**config.mk**
```make
export PLATFORM = sky130hd
export DESIGN_NAME = serial_magnitude_comparator_flat
export DESIGN_NICKNAME = d
export VERILOG_FILES = /design/src/rtl/serial_magnitude_comparator_if.sv /design/src/rtl/serial_magnitude_comparator.sv /design/src/flat_wrapper.sv
export SDC_FILE = /design/constraint.sdc
export NUM_CORES = 1
export LEC_CHECK = 0
export CAP_MARGIN = 20
export CORE_MARGIN = 2
export CORE_UTILIZATION = 35
export CTS_BUF_LIST = sky130_fd_sc_hd__clkbuf_4 sky130_fd_sc_hd__clkbuf_8
export DETAILED_ROUTE_END_ITERATION = 6
export PLACE_DENSITY = 0.56
export SLEW_MARGIN = 20
export SYNTH_ARGS = -nofsm -noshare
export SYNTH_HDL_FRONTEND = slang
export SYNTH_SLANG_ARGS = --single-unit
```
**constraint.sdc**
```tcl
create_clock -name clk -period 1.9 [get_ports clk]
set_clock_uncertainty 0.1 [all_clocks]
set_input_delay 0.19 -clock clk [delete_from_list [all_inputs] [get_ports clk]]
set_output_delay 0.19 -clock clk [all_outputs]
set_load 0.005 [all_outputs]
```
**src/rtl/serial_magnitude_comparator_if.sv**
```systemverilog
// Serial comparator bus: word framing, operand bits, per-word mode and the
// L/E/G result with busy/done status.
interface serial_magnitude_comparator_if;
  logic start;
  logic a;
  logic b;
  logic msb_first;
  logic signed_mode;
  logic L;
  logic E;
  logic G;
  logic busy;
  logic done;

  modport master (
    output start, a, b, msb_first, signed_mode,
    input  L, E, G, busy, done
  );

  modport slave (
    input  start, a, b, msb_first, signed_mode,
    output L, E, G, busy, done
  );
endinterface

```
**src/rtl/serial_magnitude_comparator.sv**
```systemverilog
// Bit-serial magnitude comparator: WIDTH-bit words framed by start, LSB- or
// MSB-first, unsigned or two's complement, with registered one-hot L/E/G.
module serial_magnitude_comparator #(
  parameter int WIDTH = 32
) (
  input  logic                           clk,
  input  logic                           rst,
  serial_magnitude_comparator_if.slave   bus
);
  localparam int CW = $clog2(WIDTH);
  localparam logic [CW-1:0] LAST = CW'(WIDTH - 1);
  localparam logic [2:0] RES_L = 3'b100;
  localparam logic [2:0] RES_E = 3'b010;
  localparam logic [2:0] RES_G = 3'b001;

  typedef enum logic [1:0] {IDLE, SHIFT, DONE} state_t;

  state_t        state_q, state_d;
  logic [CW-1:0] cnt_q, cnt_d;
  logic          ord_q, ord_d;
  logic          sgn_q, sgn_d;
  logic [2:0]    res_q, res_d;
  logic          busy_q, busy_d;
  logic          done_q, done_d;

  logic          ord_c;
  logic          sgn_c;
  logic [CW-1:0] idx_c;
  logic [2:0]    res_base;
  logic          at_sign;
  logic [2:0]    bit_res;
  logic [2:0]    res_eval;

  // A new word evaluates its first bit with the incoming mode and a fresh E.
  always_comb begin
    ord_c    = ord_q;
    sgn_c    = sgn_q;
    idx_c    = cnt_q;
    res_base = res_q;
    if (bus.start) begin
      ord_c    = bus.msb_first;
      sgn_c    = bus.signed_mode;
      idx_c    = '0;
      res_base = RES_E;
    end
    at_sign  = sgn_c && (ord_c ? (idx_c == '0) : (idx_c == LAST));
    bit_res  = (bus.a ^ at_sign) ? RES_G : RES_L;
    res_eval = res_base;
    if ((bus.a != bus.b) && (!ord_c || (res_base == RES_E))) begin
      res_eval = bit_res;
    end
  end

  always_comb begin
    state_d = state_q;
    cnt_d   = cnt_q;
    ord_d   = ord_q;
    sgn_d   = sgn_q;
    res_d   = res_q;
    busy_d  = 1'b0;
    done_d  = 1'b0;
    if (bus.start) begin
      ord_d   = bus.msb_first;
      sgn_d   = bus.signed_mode;
      res_d   = res_eval;
      cnt_d   = CW'(1);
      state_d = SHIFT;
      busy_d  = 1'b1;
    end else begin
      case (state_q)
        SHIFT: begin
          res_d = res_eval;
          cnt_d = cnt_q + 1'b1;
          if (cnt_q == LAST) begin
            state_d = DONE;
            done_d  = 1'b1;
          end else begin
            busy_d = 1'b1;
          end
        end
        DONE:    state_d = IDLE;
        default: state_d = IDLE;
      endcase
    end
  end

  always_ff @(posedge clk) begin
    if (rst) begin
      state_q <= IDLE;
      cnt_q   <= '0;
      ord_q   <= 1'b0;
      sgn_q   <= 1'b0;
      res_q   <= RES_E;
      busy_q  <= 1'b0;
      done_q  <= 1'b0;
    end else begin
      state_q <= state_d;
      cnt_q   <= cnt_d;
      ord_q   <= ord_d;
      sgn_q   <= sgn_d;
      res_q   <= res_d;
      busy_q  <= busy_d;
      done_q  <= done_d;
    end
  end

  assign bus.L    = res_q[2];
  assign bus.E    = res_q[1];
  assign bus.G    = res_q[0];
  assign bus.busy = busy_q;
  assign bus.done = done_q;
endmodule

```
**src/flat_wrapper.sv**
```systemverilog
// flat-port wrapper written by rule: the top's interface ports become plain ports
module serial_magnitude_comparator_flat 
#(
  parameter int WIDTH = 32
)
  (clk, rst, bus_start, bus_a, bus_b, bus_msb_first, bus_signed_mode, bus_L, bus_E, bus_G, bus_busy, bus_done);
  serial_magnitude_comparator_if bus_i ();
  input  logic clk;
  input  logic rst;
  input wire logic [$bits(bus_i.start)-1:0] bus_start;
  input wire logic [$bits(bus_i.a)-1:0] bus_a;
  input wire logic [$bits(bus_i.b)-1:0] bus_b;
  input wire logic [$bits(bus_i.msb_first)-1:0] bus_msb_first;
  input wire logic [$bits(bus_i.signed_mode)-1:0] bus_signed_mode;
  output wire logic [$bits(bus_i.L)-1:0] bus_L;
  output wire logic [$bits(bus_i.E)-1:0] bus_E;
  output wire logic [$bits(bus_i.G)-1:0] bus_G;
  output wire logic [$bits(bus_i.busy)-1:0] bus_busy;
  output wire logic [$bits(bus_i.done)-1:0] bus_done;
  assign bus_i.start = bus_start;
  assign bus_i.a = bus_a;
  assign bus_i.b = bus_b;
  assign bus_i.msb_first = bus_msb_first;
  assign bus_i.signed_mode = bus_signed_mode;
  assign bus_L = bus_i.L;
  assign bus_E = bus_i.E;
  assign bus_G = bus_i.G;
  assign bus_busy = bus_i.busy;
  assign bus_done = bus_i.done;
  serial_magnitude_comparator #(.WIDTH(WIDTH)) u_core (.clk(clk), .rst(rst), .bus(bus_i));
endmodule
```
# After elaboration in Yosys (flattened, before gate mapping)
# Cells that the tools add are included.
[classes] add_sub_neg=1 n_eq_ne=6 muxes=18 bitwise=2 n_reduce_logical=8
[ops] cell="$mux W3" count=5
[ops] cell="$mux W1" count=12
[ops] cell="$eq A5 B5 Y1 const B" count=2
[ops] cell="$add A5 B1 Y5 const B" count=1
[ops] cell="$logic_not A5 Y1" count=1
[ops] cell="$mux W5" count=1
[ops] cell="$eq A3 B2 Y1 const B" count=1
[ops] cell="$ne A3 B2 Y1 const B" count=1
[ops] cell="$reduce_or A3 Y1" count=1
[ops] cell="$eq A2 B1 Y1 const B" count=1
[ops] cell="$logic_and A1 B1 Y1" count=2
[ops] cell="$reduce_bool A2 Y1" count=1
[ops] cell="$reduce_or A2 Y1" count=1
[ops] cell="$logic_not A1 Y1" count=1
[ops] cell="$logic_or A1 B1 Y1" count=1
[ops] cell="$ne A1 B1 Y1" count=1
[ops] cell="$not A1 Y1" count=1
[ops] cell="$xor A1 B1 Y1" count=1
[word_totals] ff_bits=14 elab_cells=44

# Logic depth before layout (Yosys ltp)
# Gate-level depths: netlist of the first run.
[logic_depth] ltp_word=9 ltp_mapped=6

# Worst setup path before layout of the first run
# OpenSTA, ideal clock, no wires.
[synth_path] path_kind="reg-to-reg" startpoint="register u_core.cnt_q[0]" endpoint="register u_core.res_q[2]" setup_time_ns=0.117 t_arrival_ns=1.406 path_slack_ns=0.276 path_stages_with_launch=6 n_path_buf=0 path_cell_list="dfxtp_1 or4_4 nor3_2 o21ai_1 xor2_1 a22o_2"
[synth_via] elab_chain_cells=9 elab_cells_between_ends=10 classes_between="eq/ne: 1; mux: 6; bitwise: 1; reduce/logical: 2"
[synth_rtl] item="start: declaration" line="serial_magnitude_comparator.sv:19" source="logic [CW-1:0] cnt_q, cnt_d;"
[synth_rtl] item="start signal: assignment" line="serial_magnitude_comparator.sv:98" source="cnt_q <= cnt_d;"
[synth_rtl] item="$mux W5 *" line="serial_magnitude_comparator.sv:40" source="if (bus.start) begin"
[synth_rtl] item="$eq A5 B5 Y1 / $logic_not A5 Y1 (equally long branches)" line="serial_magnitude_comparator.sv:46" source="at_sign = sgn_c && (ord_c ? (idx_c == '0) : (idx_c == LAST));"
[synth_rtl] item="$mux W1 *" line="serial_magnitude_comparator.sv:46"
[synth_rtl] item="$logic_and A1 B1 Y1 *" line="serial_magnitude_comparator.sv:46"
[synth_rtl] item="$xor A1 B1 Y1 *" line="serial_magnitude_comparator.sv:47" source="bit_res = (bus.a ^ at_sign) ? RES_G : RES_L;"
[synth_rtl] item="$mux W3 *" line="serial_magnitude_comparator.sv:47"
[synth_rtl] item="$mux W3 *" line="serial_magnitude_comparator.sv:49" source="if ((bus.a != bus.b) && (!ord_c || (res_base == RES_E))) begin"
[synth_rtl] item="$mux W3" line="serial_magnitude_comparator.sv:70" source="case (state_q)"
[synth_rtl] item="$mux W3 *" line="serial_magnitude_comparator.sv:62" source="if (bus.start) begin"
[synth_rtl] item="end signal: assignment" line="serial_magnitude_comparator.sv:101" source="res_q <= res_d;"
[synth_rtl] item="end: declaration" line="serial_magnitude_comparator.sv:22" source="logic [2:0] res_q, res_d;"
# Mark *: on every way between the ends. The rest lies on a longest branch, timed or not. The select of a mux whose other input is x is not followed.
# A chain may end at the register's enable or synchronous reset.

# Final worst setup path of the first run
[layout_path] startpoint="register u_core.cnt_q[0]" endpoint="register u_core.res_q[0]"
# Same word-level chain as after synthesis.

==> results of run 1 <==
==> worst reg2reg max path, stage by stage (launching register included) <==
cell and delay [ns]:
dfxtp_1 0.36, or4_4 0.54, nor3_2 0.11, o21ai_1 0.09, xor2_1 0.17, o31ai_2 0.23
==> registers in the layout (all words and copies together), names as in the netlist <==
name             cells
u_core.sgn_q         1
u_core.cnt_q         5
u_core.bus.busy      1
u_core.bus.done      1
u_core.res_q         3
u_core.ord_q         1
u_core.state_q       2
==> cell type report <==
class	instances	area (µm²)	area share, %
clock buffer	4	36.3	4.45
inverter	2	7.51	0.920
multi-input combinational	47	305	37.4
sequential	14	280	34.4
tap	25	31.3	3.83
timing repair buffer	17	155	19.0
==> cell families after synthesis <==
| group | count (synthesis) |
|---|---|
| muxes | 2 |
| DFF | 14 |
| buffers and inverters | 6 |
| and+or+nand+nor | 27 |
| xor gates and xnor gates | 5 |
| adders and majority gates | 2 |
| AOI/OAI and AO/OA | 11 |
==> worst max-delay path by stage <==
stage	endpoint	depth (start not counted)	startpoint	slack (ns)
final	u_core.res_q[0]	5	u_core.cnt_q[0]	0.22
after global routing	u_core.res_q[0]	5	u_core.cnt_q[0]	0.11
after floorplan	u_core.res_q[2]	5	u_core.cnt_q[0]	0.28
after global placement	u_core.res_q[2]	6	bus_start	0.07
after CTS	u_core.res_q[0]	5	u_core.cnt_q[0]	0.19
after detailed placement	u_core.res_q[0]	6	bus_start	0.02
==> stage by stage <==
step	cell area, µm²	hold WS, ns
4_1_cts	816	0.392
3_3_place_gp	779	0.381
3_5_place_dp	779	0.398
2_1_floorplan	631	0.255
6_report	816	0.400
5_1_grt	816	0.428
==> metal layers <==
metal | up-vias | GRT usage, %
li1 | 259 | -
met4 | 0 | 10.3
met5 | - | 0
met2 | 8 | 19.4
met3 | 2 | 2.35
met1 | 224 | 13.5
==> placed cells by master (no fill, tap or decap) <==
cell / instances
dfxtp_1: 14
nor2_1: 12
clkdlybuf4s50_1: 11
buf_4: 6
xor2_1: 5
nand2_1: 4
a21oi_1: 4
clkbuf_4: 3
nor2b_1: 2
nand4_1: 2
inv_1: 2
o21ai_0: 2
ha_1: 2
and3_1: 1
or2_2: 1
mux2i_1: 1
or2b_2: 1
nor3b_1: 1
o21a_1: 1
or4_4: 1
nor3_2: 1
o41ai_1: 1
mux2_2: 1
o21ai_1: 1
a22o_2: 1
nand2b_1: 1
o31ai_2: 1
clkbuf_8: 1
==> where the power goes <==
part / leakage [nW] / switching, mW / internal, mW
sequential: 0.115 / 0.00843 / 0.306
clock: 0.0210 / 0.0978 / 0.117
combinational: 0.189 / 0.0361 / 0.0545
==> qor.yml, run 1 <==
synthesis:
  async_flop_share_pct: 0
  synthAdderAreaFrac_pct: 3.97
  ys_seq_area_share_pct: 44.4
  synth_area_um2: 631
  synth.avg_cell_area_um2: 9.41
  yosys_warnings: 0
  synth.distinct_cells: 26
  post-synth-top-area-fraction_pct: 44.4
  muxShareOfSynthArea_pct: 3.37
  synth_edf_count: 0
  syn_nets: 76
  synth_top_family_by_area: "simple AND/OR/NAND/NOR gates"
  yosys.area.top_type: "dfxtp_1"
  synthXorXnorAreaFrac_pct: 6.94
  synthSimpleGateAreaFrac_pct: 22.4
  yosysMostFrequentCell: "dfxtp_1"
  ys_top_cells_by_count: "dfxtp_1, nor2_1, xor2_1"
  synth-seq-cells: 14
  synth_area_leaders: "dfxtp_1, nor2_1, xor2_1"
  syn_inst: 67
  synthFlopType: "dfxtp_1"
  synth_compound_area_share_pct: 11.7
detailed_routing:
  ant_nets: 0
  wl_per_cell_um: 10.1
  dr.pass1.iters: 2
  drtIter0Drc: 1
  drc: 0
  route.met3.wl_um: 39
  wl_met2_um: 498
  wl_met1_um: 551
  drt-vias-per-instance: 4.52
  route.top_layer_used: "met4"
  routed_wl_mm: 1.10
  via_count: 493
final_layout:
  nets: 94
  fin_cells: 109
  fin_util_pct: 47.8
  antenna_cells: 0
  fill_cells: 162
  layout-drive-gt1-share_pct: 20.2
  synthToLayoutAreaGrowth_pct: 29.4
grt:
  grt_max_degree: 11
  grt.total_usage_pct: 12.1
  antenna_found_initial: 0
  grt_pass1_wl_mm: 1.79
  overflow: 0
  grt_pass1_vias: 434
floorplan:
  dieWidth_um: 46.4
  num_rows: 15
  die_h_um: 46.4
  die_area_um2: 2160
  start_util_pct: 36.9
  pin_count: 12
  core_um2: 1710
setup_path:
  crit_buf_inv: 0
  max_stage_delay_ns: 0.54
  r2r-start: "u_core.cnt_q[0]"
  crit_path_start_kind: "register"
  worstPathCellList: "or4_4 -> nor3_2 -> o21ai_1 -> xor2_1 -> o31ai_2"
  r2r_slack_ns: 0.22
  cpMaxStageDelayCell: "or4_4"
  r2r_cells: 5
  critical_path.top_delay_family: "simple AND/OR/NAND/NOR gates"
  crit_path_end_kind: "register"
  timing.rr.end: "u_core.res_q[0]"
  crit_type: "reg2reg"
  critPathRequiredTime_ns: 2.00
  cp_data_arrival_time_ns: 1.77
  crit_fanout: 5
clocking:
  cts-root-buf: "clkbuf_4"
  insertion_delay_ns: 0.28
  cts_setup_buffers: 0
  cts_buffer_depth: 2
  cts_tree: "yes"
  clkTransAtPathRegs_ns: 0.09
  clkSinkCount: 14
  htreeDepth: 1
  cts_hold_buf: 0
  cts_resized: 0
  cts-buffers-inserted: 3
power_and_ir_drop:
  ir_drop_mv: 0.443
  finalPower_mw: 0.620
  powerDensity_nw_per_um2: 760
  p_leak_nw: 0.325
sta:
  worst-slew-pin-transition_ns: 0.280
  slew_headroom_pct: 81.1
  finalSetupViolCount: 0
  rsz0062_at_grt: "no"
  tns_ns: 0
  max_freq_mhz: 596
  hold_violations: 0
  min_period_ns: 1.68
  slew_viol_final: 0
  period_share_pct: 88.4
  fin_ws_ns: 0.221
hold_path:
  min-delay-start: "u_core.res_q[0]"
  min_path_type: "reg2reg"
  hold-path-endpoint: "u_core.res_q[0]"
  min_path_cells: 2
job:
  cap_violations: 0
placed_design:
  dp_slack_ns: 0.0153
  place.gp.congestion: 0.780
  dpl.hpwl_um: 849
  dp.cells: 105
  port_buffers: 11
outcome:
  status: "finished, final reports clean"
No activity file was read; power rests on OpenSTA's default activity.
==> run 2: changes to the inputs <==
Settings changed: PLACE_DENSITY 0.56 to 0.67.
Clock period 1.9 ns to 1.4 ns, I/O delays scaled along.
==> run 2 against run 1 <==
  * Largest cell class unchanged
  * Final cell count grew 5.5%
  * Flip-flop and latch count is the same
  * Clock power grew 2%
  * The run now ends with negative setup slack left
  * Count of clock-buffer cells in the layout shrank 1
  * Worst hold slack lost 0.082 ns
  * Critical path depth is the same
  * Combinational power grew 57%
==> qor.yml, run 2 (synthesis gave the netlist of run 1 again) <==
outcome:
  status: "finished with violations"
  failed_checks: "negative setup slack"
setup_path:
  r2r_slack_ns: -0.23  # -0.45 ns
  critPathRequiredTime_ns: 1.47  # -0.53 ns
  cp_data_arrival_time_ns: 1.69  # -0.08 ns
  cpMaxStageDelayCell: "or4_4"
  r2r_cells: 5  # unchanged
  crit_path_start_kind: "register"
  crit_type: "reg2reg"
  worstPathCellList: "or4_4 -> nor3_2 -> o21ai_1 -> xor2_1 -> a22o_2"
  crit_path_end_kind: "register"
  critical_path.top_delay_family: "simple AND/OR/NAND/NOR gates"
  r2r-start: "u_core.cnt_q[0]"
  max_stage_delay_ns: 0.52  # -0.02 ns
  crit_fanout: 2  # -3
  timing.rr.end: "u_core.res_q[2]"
  crit_buf_inv: 0  # unchanged
final_layout:
  layout-drive-gt1-share_pct: 36.7  # +16 points
  largest_reg_flops: 5  # unchanged
  top_regs: "u_core.cnt_q: 5 flops, u_core.res_q: 3 flops, u_core.state_q: 2 flops"
  fin_util_pct: 53.3  # +5.6 points
  nets: 101  # +7.4%
  antenna_cells: 0  # unchanged
  layout_commonest_cell: "buf_4"
  top_register: "u_core.cnt_q"
  final_cell_mix: "buf_4, nor2_1, dfxtp_1"
  fin_area_um2: 911  # +12%
  fin_cells: 115  # +5.5%
  fill_cells: 159  # -1.9%
  synthToLayoutAreaGrowth_pct: 44.4
grt:
  grt.total_usage_pct: 13.2  # +1.1 points
  grt_pass1_wl_mm: 1.98  # +10%
  antenna_found_initial: 0  # unchanged
  grt_pass1_vias: 487  # +12%
  overflow: 0  # unchanged
  grt_max_degree: 9  # -2
sta:
  fin_ws_ns: -0.226  # -0.447 ns
  rsz0062_at_grt: "yes"
  slew_viol_final: 0  # unchanged
  finalSetupViolCount: 2  # +2
  max_freq_mhz: 615  # +3.3%
  hold-worst-slack_ns: 0.318  # -0.0825 ns
  hold_violations: 0  # unchanged
  period_share_pct: 116  # +28 points
  min_period_ns: 1.63  # -0.0530 ns
  tns_ns: -0.387  # -0.387 ns
  worst-slew-pin-transition_ns: 0.366  # +0.0866 ns
  slew_headroom_pct: 75.5  # -5.6 points
power_and_ir_drop:
  finalPower_mw: 0.786  # +27%
  ir_drop_mv: 0.575  # +30%
  powerDensity_nw_per_um2: 863  # +14%
  p_leak_nw: 0.360  # +11%
hold_path:
  hold-path-endpoint: "u_core.res_q[1]"
  min-delay-start: "bus_start"
  min_path_cells: 3  # +1
  min_path_type: "in2reg"
placed_design:
  place_area_um2: 833  # +6.9%
  dp_slack_ns: -0.443  # -0.459 ns
  place.gp.congestion: 0.772  # -1.0%
  dp.cells: 112  # +6.7%
  dpl.hpwl_um: 885  # +4.3%
  port_buffers: 11  # unchanged
floorplan:
  die_h_um: 46.4  # unchanged
  num_rows: 15  # unchanged
  dieWidth_um: 46.4  # unchanged
  pin_count: 12  # unchanged
  core_um2: 1710  # unchanged
  start_util_pct: 36.9  # unchanged
  die_area_um2: 2160  # unchanged
clocking:
  insertion_delay_ns: 0.27  # about the same
  cts_setup_buffers: 0  # unchanged
  clkTransAtPathRegs_ns: 0.08  # about the same
  cts_buffer_depth: 2  # unchanged
  cts_tree: "yes"
  cts-root-buf: "clkbuf_4"
  htreeDepth: 1  # unchanged
  cts_hold_buf: 0  # unchanged
  clkSinkCount: 14  # unchanged
  cts-buffers-inserted: 3  # unchanged
detailed_routing:
  drc: 0  # unchanged
  ant_nets: 0  # unchanged
  routed_wl_mm: 1.20  # +8.7%
  drtIter0Drc: 3  # +2
  drt-vias-per-instance: 4.43  # -2.1%
  via_count: 509  # +3.2%
  wl_per_cell_um: 10.4  # +3.0%
  dr.pass1.iters: 2  # unchanged
job:
  cap_violations: 0  # unchanged
[run 2: worst min-delay path: stages]
cell           delay, ns
dlygate4sd2_1       0.34
o21ai_0             0.12
nand2b_1            0.07
[run 2: metal layers]
| layer | global-route usage, % | up-vias | wire length (µm) |
|---|---|---|---|
| met2 | 20.6 | 8 | 570 |
| li1 | - | 271 | - |
| met4 | 10.3 | 0 | 12 |
| met5 | 0 | - | 0 |
| met3 | 2.35 | 2 | 48 |
| met1 | 15.9 | 228 | 567 |
[run 2: how the worst max path moves through the flow]
stage | start | depth (start not counted) | slack (ns) | endpoint
after global routing | u_core.cnt_q[0] | 5 | -0.27 | u_core.res_q[2]
after detailed placement | bus_start | 6 | -0.44 | u_core.res_q[2]
after floorplan | u_core.cnt_q[0] | 5 | -0.20 | u_core.res_q[2]
after global placement | bus_start | 6 | -0.39 | u_core.res_q[2]
after CTS | u_core.cnt_q[0] | 5 | -0.24 | u_core.res_q[2]
final | u_core.cnt_q[0] | 5 | -0.23 | u_core.res_q[2]
[run 2: final cells by class]
class | instances | area [µm²] | share of cell area (%)
Sequential cell | 14 | 284 | 31.2
Multi-Input combinational cell | 47 | 357 | 39.1
Timing Repair Buffer | 24 | 209 | 22.9
Tap cell | 25 | 31.3 | 3.43
Inverter | 2 | 7.51 | 0.824
Clock buffer | 3 | 22.5 | 2.47
[run 2: report_power, final]
| group | internal (mW) | switching, mW |
|---|---|---|
| clock network | 0.0995 | 0.120 |
| registers | 0.417 | 0.00824 |
| logic | 0.0825 | 0.0596 |
| total | 0.599 | 0.188 |
[run 2: what timing repair did]
item	4_1_cts	5_1_grt
gates resized for setup	7	7
pin swaps	3	1
cloned	0	0
endpoints found under the setup margin	6	9
==> run 3: changes to the inputs <==
Settings changed: GPL_TIMING_DRIVEN set to 0.
==> run 3 against run 2 <==
  * The flow still finishes with violations (negative setup slack)
  * Sequential power barely moved
  * Cell area decreased by 8.4%
  * Maximum frequency decreased by 2.6%
  * Sequential share of layout area up 3.2 points
  * Clock power rose by 28%
  * Worst hold slack worse by 0.30 ns
  * Die area is the same
  * Critical endpoint unchanged
==> qor.yml, run 3 (synthesis gave the netlist of run 1 again) <==
clocking:
  cts-buffers-inserted: 3  # unchanged
  clkTransAtPathRegs_ns: 0.08  # about the same
  cts_buffer_depth: 2  # unchanged
  clkSinkCount: 14  # unchanged
  insertion_delay_ns: 0.27  # about the same
  cts-root-buf: "clkbuf_4"
  htreeDepth: 1  # unchanged
  cts_tree: "yes"
floorplan:
  core_um2: 1710  # unchanged
  die_h_um: 46.4  # unchanged
  die_area_um2: 2160  # unchanged
  num_rows: 15  # unchanged
  pin_count: 12  # unchanged
  dieWidth_um: 46.4  # unchanged
  start_util_pct: 36.9  # unchanged
detailed_routing:
  dr.pass1.iters: 4  # +2
  wl_per_cell_um: 9.98  # -4.2%
  via_count: 478  # -6.1%
  drc: 0  # unchanged
  ant_nets: 0  # unchanged
  drtIter0Drc: 4  # +1
  drt-vias-per-instance: 4.47  # +0.93%
  routed_wl_mm: 1.07  # -11%
final_layout:
  seq_area_um2: 287  # +0.88%
  multi_input_area_um2: 325  # -8.8%
  nets: 92  # -8.9%
  layout-drive-gt1-share_pct: 29.3  # -7.4 points
  final_cell_mix: "nor2_1, dfxtp_1, clkdlybuf4s50_1"
  antenna_cells: 0  # unchanged
  layout_commonest_cell: "nor2_1"
  fill_cells: 164  # +3.1%
  top_register: "u_core.cnt_q"
  synthToLayoutAreaGrowth_pct: 32.3
  top_regs: "u_core.cnt_q: 5 flops, u_core.res_q: 3 flops, u_core.state_q: 2 flops"
  fin_cells: 107  # -7.0%
  largest_reg_flops: 5  # unchanged
sta:
  hold_violations: 0  # unchanged
  hold-worst-slack_ns: 0.0175  # -0.300 ns
  worst-slew-pin-transition_ns: 0.371  # +0.00481 ns
  tns_ns: -0.592  # -0.206 ns
  min_period_ns: 1.67  # +0.0439 ns
  slew_headroom_pct: 74.9  # -0.59 points
  finalSetupViolCount: 3  # +1
  fin_ws_ns: -0.270  # -0.0439 ns
  slew_viol_final: 0  # unchanged
  period_share_pct: 119  # +3.1 points
  rsz0062_at_grt: "yes"
  max_freq_mhz: 599  # -2.6%
power_and_ir_drop:
  powerDensity_nw_per_um2: 999  # +16%
  ir_drop_mv: 0.433  # -25%
  p_leak_nw: 0.318  # -12%
grt:
  gr-usage-met3_pct: 3.53  # +1.2 points
  grt_pass1_wl_mm: 1.84  # -7.3%
  grt.total_usage_pct: 12.7  # -0.56 points
  met1_usage_pct: 14.3  # -1.7 points
  gr-usage-met2_pct: 19.2  # -1.4 points
  grt_pass1_vias: 463  # -4.9%
  grt_max_degree: 11  # +2
  overflow: 0  # unchanged
  grt.busiest_layer: "met2"
  antenna_found_initial: 0  # unchanged
placed_design:
  dp.cells: 101  # -9.8%
  place.gp.congestion: 0.751  # -2.7%
  port_buffers: 9  # -2
  dpl.hpwl_um: 749  # -15%
setup_path:
  crit_type: "reg2reg"
  cp_data_arrival_time_ns: 1.74  # +0.05 ns
  crit_path_end_kind: "register"
  crit_path_start_kind: "register"
  critPathRequiredTime_ns: 1.47  # about the same
  crit_fanout: 2  # unchanged
job:
  cap_violations: 0  # unchanged
outcome:
  failed_checks: "negative setup slack"
  status: "finished with violations"
hold_path:
  min_path_type: "in2reg"
-- run 3: cell types whose count changed in the layout (fill, tap and decap cells not counted), moves of 2 or more --
| cell | previous run | this run |
|---|---|---|
| ha_2 | 0 | 2 |
| ha_4 | 2 | 0 |
| buf_4 | 13 | 1 |
| buf_6 | 0 | 3 |
-- run 3: worst max-delay path, stage by stage, from the launching register on --
cell and delay, ns:
dfxtp_4 0.35, or4_4 0.53, nor3_2 0.14, o21ai_2 0.08, xor2_1 0.17, a22o_2 0.21
-- run 3: what timing repair did --
action                                  in CTS  in global routing
gates resized for setup                      2                 10
endpoints found under the hold margin        7                  0
buffers inserted                             1                  0
hold buffers                                 1                  0
cloned                                       0                  0
endpoints found under the setup margin       2                 11
pin swaps                                    1                  1
-- run 3: layer usage --
metal,wire (µm),part of all wire [%]
met4,19,1.8
met2,500,47
met3,55,5.1
met1,493,46
met5,0,0
-- run 3: worst paths after layout --
path,startpoint,to,slack (ns),cells past startpoint
setup / recovery,u_core.cnt_q[0],u_core.res_q[2],-0.27,5
hold / removal,bus_start,u_core.res_q[1],0.02,3
setup reg to reg,u_core.cnt_q[0],u_core.res_q[2],-0.27,5
hold reg to reg,u_core.res_q[0],u_core.res_q[0],0.37,2
-- run 3: stage by stage --
step           util [%]  setup WS (ns)  power [mW]  instance area (µm²)
6_report           48.9         -0.270       0.834                  835
4_1_cts            47.5         -0.276       0.839                  812
5_1_grt            48.9         -0.323       0.884                  835
2_1_floorplan         -         -0.204       0.509                  632
3_5_place_dp       44.1         -0.267       0.550                  753
3_3_place_gp       44.1         -0.246       0.549                  753
-- run 3: cell type report --
class                           count  area share [%]
Buffer                              4            4.50
Clock buffer                        4            4.35
Inverter                            2           0.900
Multi-Input combinational cell     47            39.0
Sequential cell                    14            34.3
Tap cell                           25            3.75
Timing Repair Buffer               11            13.2
-- run 3: report_power, final --
part	internal, mW	switching [mW]	total, mW	leakage (nW)
Combinational	0.0726	0.0549	0.128	0.182
Clock	0.158	0.123	0.281	0.0210
Sequential	0.416	0.00869	0.425	0.115
